File: src/rtl/seq_pkg.sv
// Shared definitions for the serial sequence path.
//   ser_state_t   : serializer FSM state encoding (IDLE, SHIFT)
//   SER_WIDTH_DEF : default word width of the serializer
package seq_pkg;

  typedef enum logic {
    IDLE  = 1'b0,
    SHIFT = 1'b1
  } ser_state_t;

  localparam int SER_WIDTH_DEF = 8;

endpackage

File: src/rtl/seq_serializer_if.sv
// Handshake and serial-stream bundle for seq_serializer.
//   data_in/data_valid/data_ready : parallel word handshake (source -> serializer)
//   shift_en                      : downstream pacing strobe
//   bit_out/bit_valid/word_last   : serial stream to the detector
//   busy                          : serializer activity flag
// master: the surroundings (source + consumer); slave: the serializer.
interface seq_serializer_if #(
  parameter int WIDTH = 8
) ();

  logic [WIDTH-1:0] data_in;
  logic             data_valid;
  logic             data_ready;
  logic             shift_en;
  logic             bit_out;
  logic             bit_valid;
  logic             word_last;
  logic             busy;

  modport master (
    output data_in, data_valid, shift_en,
    input  data_ready, bit_out, bit_valid, word_last, busy
  );

  modport slave (
    input  data_in, data_valid, shift_en,
    output data_ready, bit_out, bit_valid, word_last, busy
  );

endinterface

File: src/rtl/ser_hold_reg.sv
// One-entry WIDTH-bit holding buffer with a full flag.
//   clk    : rising-edge clock
//   rst_n  : asynchronous active-low clear
//   wr_i   : store d_i and set full
//   rd_i   : release the entry (clears full)
//   d_i    : write data
//   q_o    : stored word
//   full_o : entry occupied
module ser_hold_reg #(
  parameter int WIDTH = 8
) (
  input  logic             clk,
  input  logic             rst_n,
  input  logic             wr_i,
  input  logic             rd_i,
  input  logic [WIDTH-1:0] d_i,
  output logic [WIDTH-1:0] q_o,
  output logic             full_o
);

  logic [WIDTH-1:0] data_q;
  logic             full_q;

  // The owner never writes while full, so write/read never collide;
  // write still wins if they ever do, so no word is dropped silently.
  always_ff @(posedge clk or negedge rst_n) begin
    if (!rst_n) begin
      data_q <= '0;
      full_q <= 1'b0;
    end else if (wr_i) begin
      data_q <= d_i;
      full_q <= 1'b1;
    end else if (rd_i) begin
      full_q <= 1'b0;
    end
  end

  assign q_o    = data_q;
  assign full_o = full_q;

endmodule

File: src/rtl/seq_serializer.sv
// Parallel-to-serial stage feeding the serial sequence detectors.
//   clk   : rising-edge clock
//   reset : asynchronous active-low reset
//   bus   : seq_serializer_if slave (word handshake in, serial stream out)
// Words are loaded into a shift register and emitted one bit per shift_en
// cycle; a one-entry holding register lets consecutive words stream with no
// idle bit at the boundary.
module seq_serializer
  import seq_pkg::*;
#(
  parameter int WIDTH     = SER_WIDTH_DEF,
  parameter bit LSB_FIRST = 1'b0
) (
  input  logic             clk,
  input  logic             reset,
  seq_serializer_if.slave  bus
);

  localparam int            CW       = $clog2(WIDTH);
  localparam logic [CW-1:0] CNT_LAST = CW'(WIDTH - 1);
  localparam logic [CW-1:0] CNT_ONE  = CW'(1);

  ser_state_t       state_q, state_d;
  logic [WIDTH-1:0] shreg_q, shreg_d;
  logic [CW-1:0]    cnt_q, cnt_d;

  logic             hold_wr, hold_rd, hold_full;
  logic [WIDTH-1:0] hold_q;

  logic             xfer;
  logic             consume;
  logic             end_word;

  ser_hold_reg #(
    .WIDTH(WIDTH)
  ) u_hold (
    .clk    (clk),
    .rst_n  (reset),
    .wr_i   (hold_wr),
    .rd_i   (hold_rd),
    .d_i    (bus.data_in),
    .q_o    (hold_q),
    .full_o (hold_full)
  );

  assign bus.data_ready = !hold_full;
  assign xfer           = bus.data_valid && !hold_full;
  assign consume        = (state_q == SHIFT) && bus.shift_en;
  assign end_word       = consume && (cnt_q == CNT_LAST);

  always_comb begin
    state_d = state_q;
    shreg_d = shreg_q;
    cnt_d   = cnt_q;
    hold_wr = 1'b0;
    hold_rd = 1'b0;

    unique case (state_q)
      IDLE: begin
        if (xfer) begin
          shreg_d = bus.data_in;
          cnt_d   = '0;
          state_d = SHIFT;
        end
      end

      SHIFT: begin
        // A word arriving at an end-of-word edge with the hold empty skips
        // the hold and goes straight into the shift register.
        if (xfer && !(end_word && !hold_full)) begin
          hold_wr = 1'b1;
        end

        if (consume) begin
          if (cnt_q != CNT_LAST) begin
            shreg_d = LSB_FIRST ? (shreg_q >> 1) : (shreg_q << 1);
            cnt_d   = cnt_q + CNT_ONE;
          end else if (hold_full) begin
            shreg_d = hold_q;
            hold_rd = 1'b1;
            cnt_d   = '0;
          end else if (xfer) begin
            shreg_d = bus.data_in;
            cnt_d   = '0;
          end else begin
            // Clearing the register keeps bit_out at 0 while idle without
            // gating the output path.
            shreg_d = '0;
            cnt_d   = '0;
            state_d = IDLE;
          end
        end
      end

      default: state_d = IDLE;
    endcase
  end

  always_ff @(posedge clk or negedge reset) begin
    if (!reset) begin
      state_q <= IDLE;
      shreg_q <= '0;
      cnt_q   <= '0;
    end else begin
      state_q <= state_d;
      shreg_q <= shreg_d;
      cnt_q   <= cnt_d;
    end
  end

  assign bus.bit_valid = (state_q == SHIFT);
  assign bus.bit_out   = LSB_FIRST ? shreg_q[0] : shreg_q[WIDTH-1];
  assign bus.word_last = (state_q == SHIFT) && (cnt_q == CNT_LAST);
  assign bus.busy      = (state_q == SHIFT) || hold_full;

endmodule

File: src/flat_wrapper.sv
// flat-port wrapper written by rule: the top's interface ports become plain ports
module seq_serializer_flat import seq_pkg::*;
#(
  parameter int WIDTH     = SER_WIDTH_DEF,
  parameter bit LSB_FIRST = 1'b0
)
  (clk, reset, bus_data_in, bus_data_valid, bus_shift_en, bus_data_ready, bus_bit_out, bus_bit_valid, bus_word_last, bus_busy);
  seq_serializer_if #(.WIDTH(WIDTH)) bus_i ();
  input  logic clk;
  input  logic reset;
  input wire logic [$bits(bus_i.data_in)-1:0] bus_data_in;
  input wire logic [$bits(bus_i.data_valid)-1:0] bus_data_valid;
  input wire logic [$bits(bus_i.shift_en)-1:0] bus_shift_en;
  output wire logic [$bits(bus_i.data_ready)-1:0] bus_data_ready;
  output wire logic [$bits(bus_i.bit_out)-1:0] bus_bit_out;
  output wire logic [$bits(bus_i.bit_valid)-1:0] bus_bit_valid;
  output wire logic [$bits(bus_i.word_last)-1:0] bus_word_last;
  output wire logic [$bits(bus_i.busy)-1:0] bus_busy;
  assign bus_i.data_in = bus_data_in;
  assign bus_i.data_valid = bus_data_valid;
  assign bus_i.shift_en = bus_shift_en;
  assign bus_data_ready = bus_i.data_ready;
  assign bus_bit_out = bus_i.bit_out;
  assign bus_bit_valid = bus_i.bit_valid;
  assign bus_word_last = bus_i.word_last;
  assign bus_busy = bus_i.busy;
  seq_serializer #(.WIDTH(WIDTH), .LSB_FIRST(LSB_FIRST)) u_core (.clk(clk), .reset(reset), .bus(bus_i));
endmodule
File: config.mk
export PLATFORM = sky130hd
export DESIGN_NAME = seq_serializer_flat
export DESIGN_NICKNAME = d
export VERILOG_FILES = /design/src/rtl/seq_pkg.sv /design/src/rtl/seq_serializer_if.sv /design/src/rtl/ser_hold_reg.sv /design/src/rtl/seq_serializer.sv /design/src/flat_wrapper.sv
export SDC_FILE = /design/constraint.sdc
export NUM_CORES = 1
export LEC_CHECK = 0
export BUFFER_PORTS_ARGS = -buffer_cell sky130_fd_sc_hd__clkbuf_2
export CAP_MARGIN = 5
export CORE_ASPECT_RATIO = 1.1
export CORE_MARGIN = 5
export CORE_UTILIZATION = 56
export DETAILED_ROUTE_END_ITERATION = 8
export PLACE_DENSITY = 0.78
export SLEW_MARGIN = 20
export SYNTH_ARGS = -nofsm -noshare
export SYNTH_HDL_FRONTEND = slang
export SYNTH_SLANG_ARGS = --single-unit
File: constraint.sdc
create_clock -name clk -period 5.05 [get_ports clk]
set_clock_uncertainty 0.2 [all_clocks]
set_input_delay 0.2525 -clock clk [delete_from_list [all_inputs] [get_ports clk]]
set_output_delay 0.2525 -clock clk [all_outputs]
set_load 0.03 [all_outputs]
==> out/metrics.yaml <==
pwr:
  power_density_mw_per_mm2: 562
  p_leak_uw: 0.000574
  max-vdd-ir-drop_v: 0.000337
placed_design:
  place.gp.congestion: 0.783
  place_inst: 142
  hpwl_mm: 1.62
  port_buffers: 16
die:
  pin_count: 17
  core_mm2: 0.00200
  row_count: 17
  design.die.area_mm2: 0.00312
  die_width_um: 53.7
  die_height_um: 58.1
  start_util: 0.589
sta:
  finalCritPeriodShare: 0.459
  min_period_ns: 2.32
  drv_slew: 0
  setup_violations: 0
  setup_tns_ns: 0
  tightest_slew_ns: 0.620
  slew_headroom: 0.586
  fmaxAchievable_mhz: 431
  rsz0062_at_grt: "no"
  finalHoldViolations: 0
grt:
  grt_pass1_wl_mm: 3.97
  grt_pass1_vias: 834
  grt.overflow.total: 0
  antenna_found_initial: 0
  grt_usage: 0.174
  grt_max_degree: 23
critical_path:
  rr_worst_depth: 5
  cp-endpoint: "bus_word_last"
  r2r_setup_slack_ns: 2.91
  startpoint_type: "register"
  arrival_ns: 1.87
  cp.required_ns: 4.60
  worstReg2RegEnd: "u_core.u_hold.q_o[4]"
  r2r-start: "u_core.cnt_q[0]"
  crit_path_start: "u_core.cnt_q[0]"
  crit_fanout: 18
  worstSetupPathType: "reg -> out"
  end_kind: "output port"
worst_hold_path:
  hold_class: "in -> reg"
logic_synthesis:
  synthFlopType: "dfrtp_1"
  ys_top_cells_by_count: "dfrtp_1, nand2_1, o21ai_0, a2bb2oi_1, mux2_4"
  ys_types: 27
  yosysSeqAreaShare: 0.446
  synth_cells: 107
  synth_area_leader_cell: "dfrtp_1"
  synth_edf_count: 0
  yosysWarnings: 0
  synth_top_area_frac: 0.446
  syn_nets: 121
  synth_most_common_cell: "dfrtp_1"
  synth_seq_cells: 21
  syn_area_per_cell_um2: 11.0
  async_flop_share: 1.00
  syn_area_mm2: 0.00118
  synth_area_leaders: "dfrtp_1, mux2_4, a2bb2oi_1"
routing:
  drcViolationCount: 0
  wl_mm: 2.44
  drt-initial-drc-count: 5
  routedWlPerCell_um: 16.5
  num_vias: 882
  drtPass1Iterations: 4
  drtAntennaViolNets: 0
  vias_per_cell: 5.96
clock_tree:
  htreeDepth: 1
  clock_latency_ns: 0.29
  clock_tree.buffer_depth: 2
  cts_tree: "built"
  post_cts_resized: 0
  clk_pin_slew_ns: 0.11
  postCtsSetupRepairBufs: 0
  cts_made_buffers: 3
  cts.sinks: 21
  clockRootBuffer: "clkbuf_4"
final_layout:
  drive_gt1_frac: 0.350
  finish.utilization: 0.640
  layout.nets: 135
  layoutNonFillerInstCount: 148
  diodes: 0
  area_growth_pct: 8.71
job:
  maxCapViolCount: 0
outcome:
  outcome: "complete, no violations"
area by class of cell:
cell class,instances,area (um2)
repair buffers,18,100
multi-input cells,75,586
inverters,2,7.51
well taps,28,35.0
fillers,188,719
flip-flops and latches,21,526
clock buffers,4,26.3
per-stage QoR:
step                setup slack [ns]  hold slack [ns]  total power [uW]  cell area, um2
global route                    2.57           0.0152               775            1280
CTS                             2.75          0.00145               725            1270
detailed placement              2.93           0.0588               641            1230
global placement                2.97           0.0504               628            1230
floorplan                       3.14           -0.243               577            1180
finish                          2.73           0.0303               719            1280
cell families (layout without fill, tap and decap cells):
kind of cell / after synthesis / after routing / synth area share
AND/OR/NAND/NOR: 29 / 29 / 0.146
multiplexers: 8 / 8 / 0.102
AO/OA/AOI/OAI: 36 / 36 / 0.228
adder cells (fa/ha/maj): 2 / 2 / 0.0213
flip-flops: 21 / 21 / 0.446
buffers and inverters: 11 / 24 / 0.0563
worst max-delay path, stage by stage, from the launching register on:
cell and delay [ns]:
dfrtp_1 0.39, ha_1 0.16, ha_1 0.54, and2_1 0.26
clkbuf_2 0.22
sequential cells by signal, indices dropped and copies added, names as in the netlist:
name,flops
u_core.bus.bit_valid,1
u_core.u_hold.full_o,1
u_core.u_hold.q_o,8
u_core.shreg_q,8
u_core.cnt_q,3
power breakdown:
| part | total [uW] | internal (uW) | switching [uW] |
|---|---|---|---|
| clock network | 78.4 | 30.7 | 47.7 |
| registers | 317 | 247 | 69.6 |
| logic | 324 | 182 | 142 |
metal layers:
metal  GRT usage  wire [um]
met5           0          0
met4      0.0438         17
met3      0.0231         66
met2       0.298       1260
met1       0.226       1100
how the worst min path moves through the flow:
stage | depth (start not counted) | endpoint | startpoint | slack [ns]
finish | 2 | u_core.u_hold.q_o[3] | bus_data_in[3] | 0.03
global route | 2 | u_core.u_hold.q_o[3] | bus_data_in[3] | 0.02
CTS | 2 | u_core.u_hold.q_o[0] | bus_data_in[0] | 0.001
detailed placement | 1 | u_core.cnt_q[2] | reset | 0.06
global placement | 1 | u_core.bus.bit_valid | reset | 0.05
floorplan | 0 | u_core.bus.bit_valid | reset | -0.24
what timing repair did:
action	CTS	global route
endpoints found under the setup margin	0	0
hold buffers	1	1
hold endpoints to repair	21	1
placed cells by master, fill, tap and decap left out, drive strengths merged, types with 2 or more instances in the layout:
| master | netlist | layout |
|---|---|---|
| a2bb2oi | 8 | 8 |
| a31o | 7 | 7 |
| and2 | 2 | 2 |
| clkbuf | 1 | 20 |
| dfrtp | 21 | 21 |
| dlygate4sd3 | 0 | 2 |
| ha | 2 | 2 |
| inv | 2 | 2 |
| mux2 | 8 | 8 |
| nand2 | 12 | 12 |
| nand3 | 3 | 3 |
| nand3b | 7 | 7 |
| o21ai | 18 | 18 |
Power figures use the tool's default switching activity.
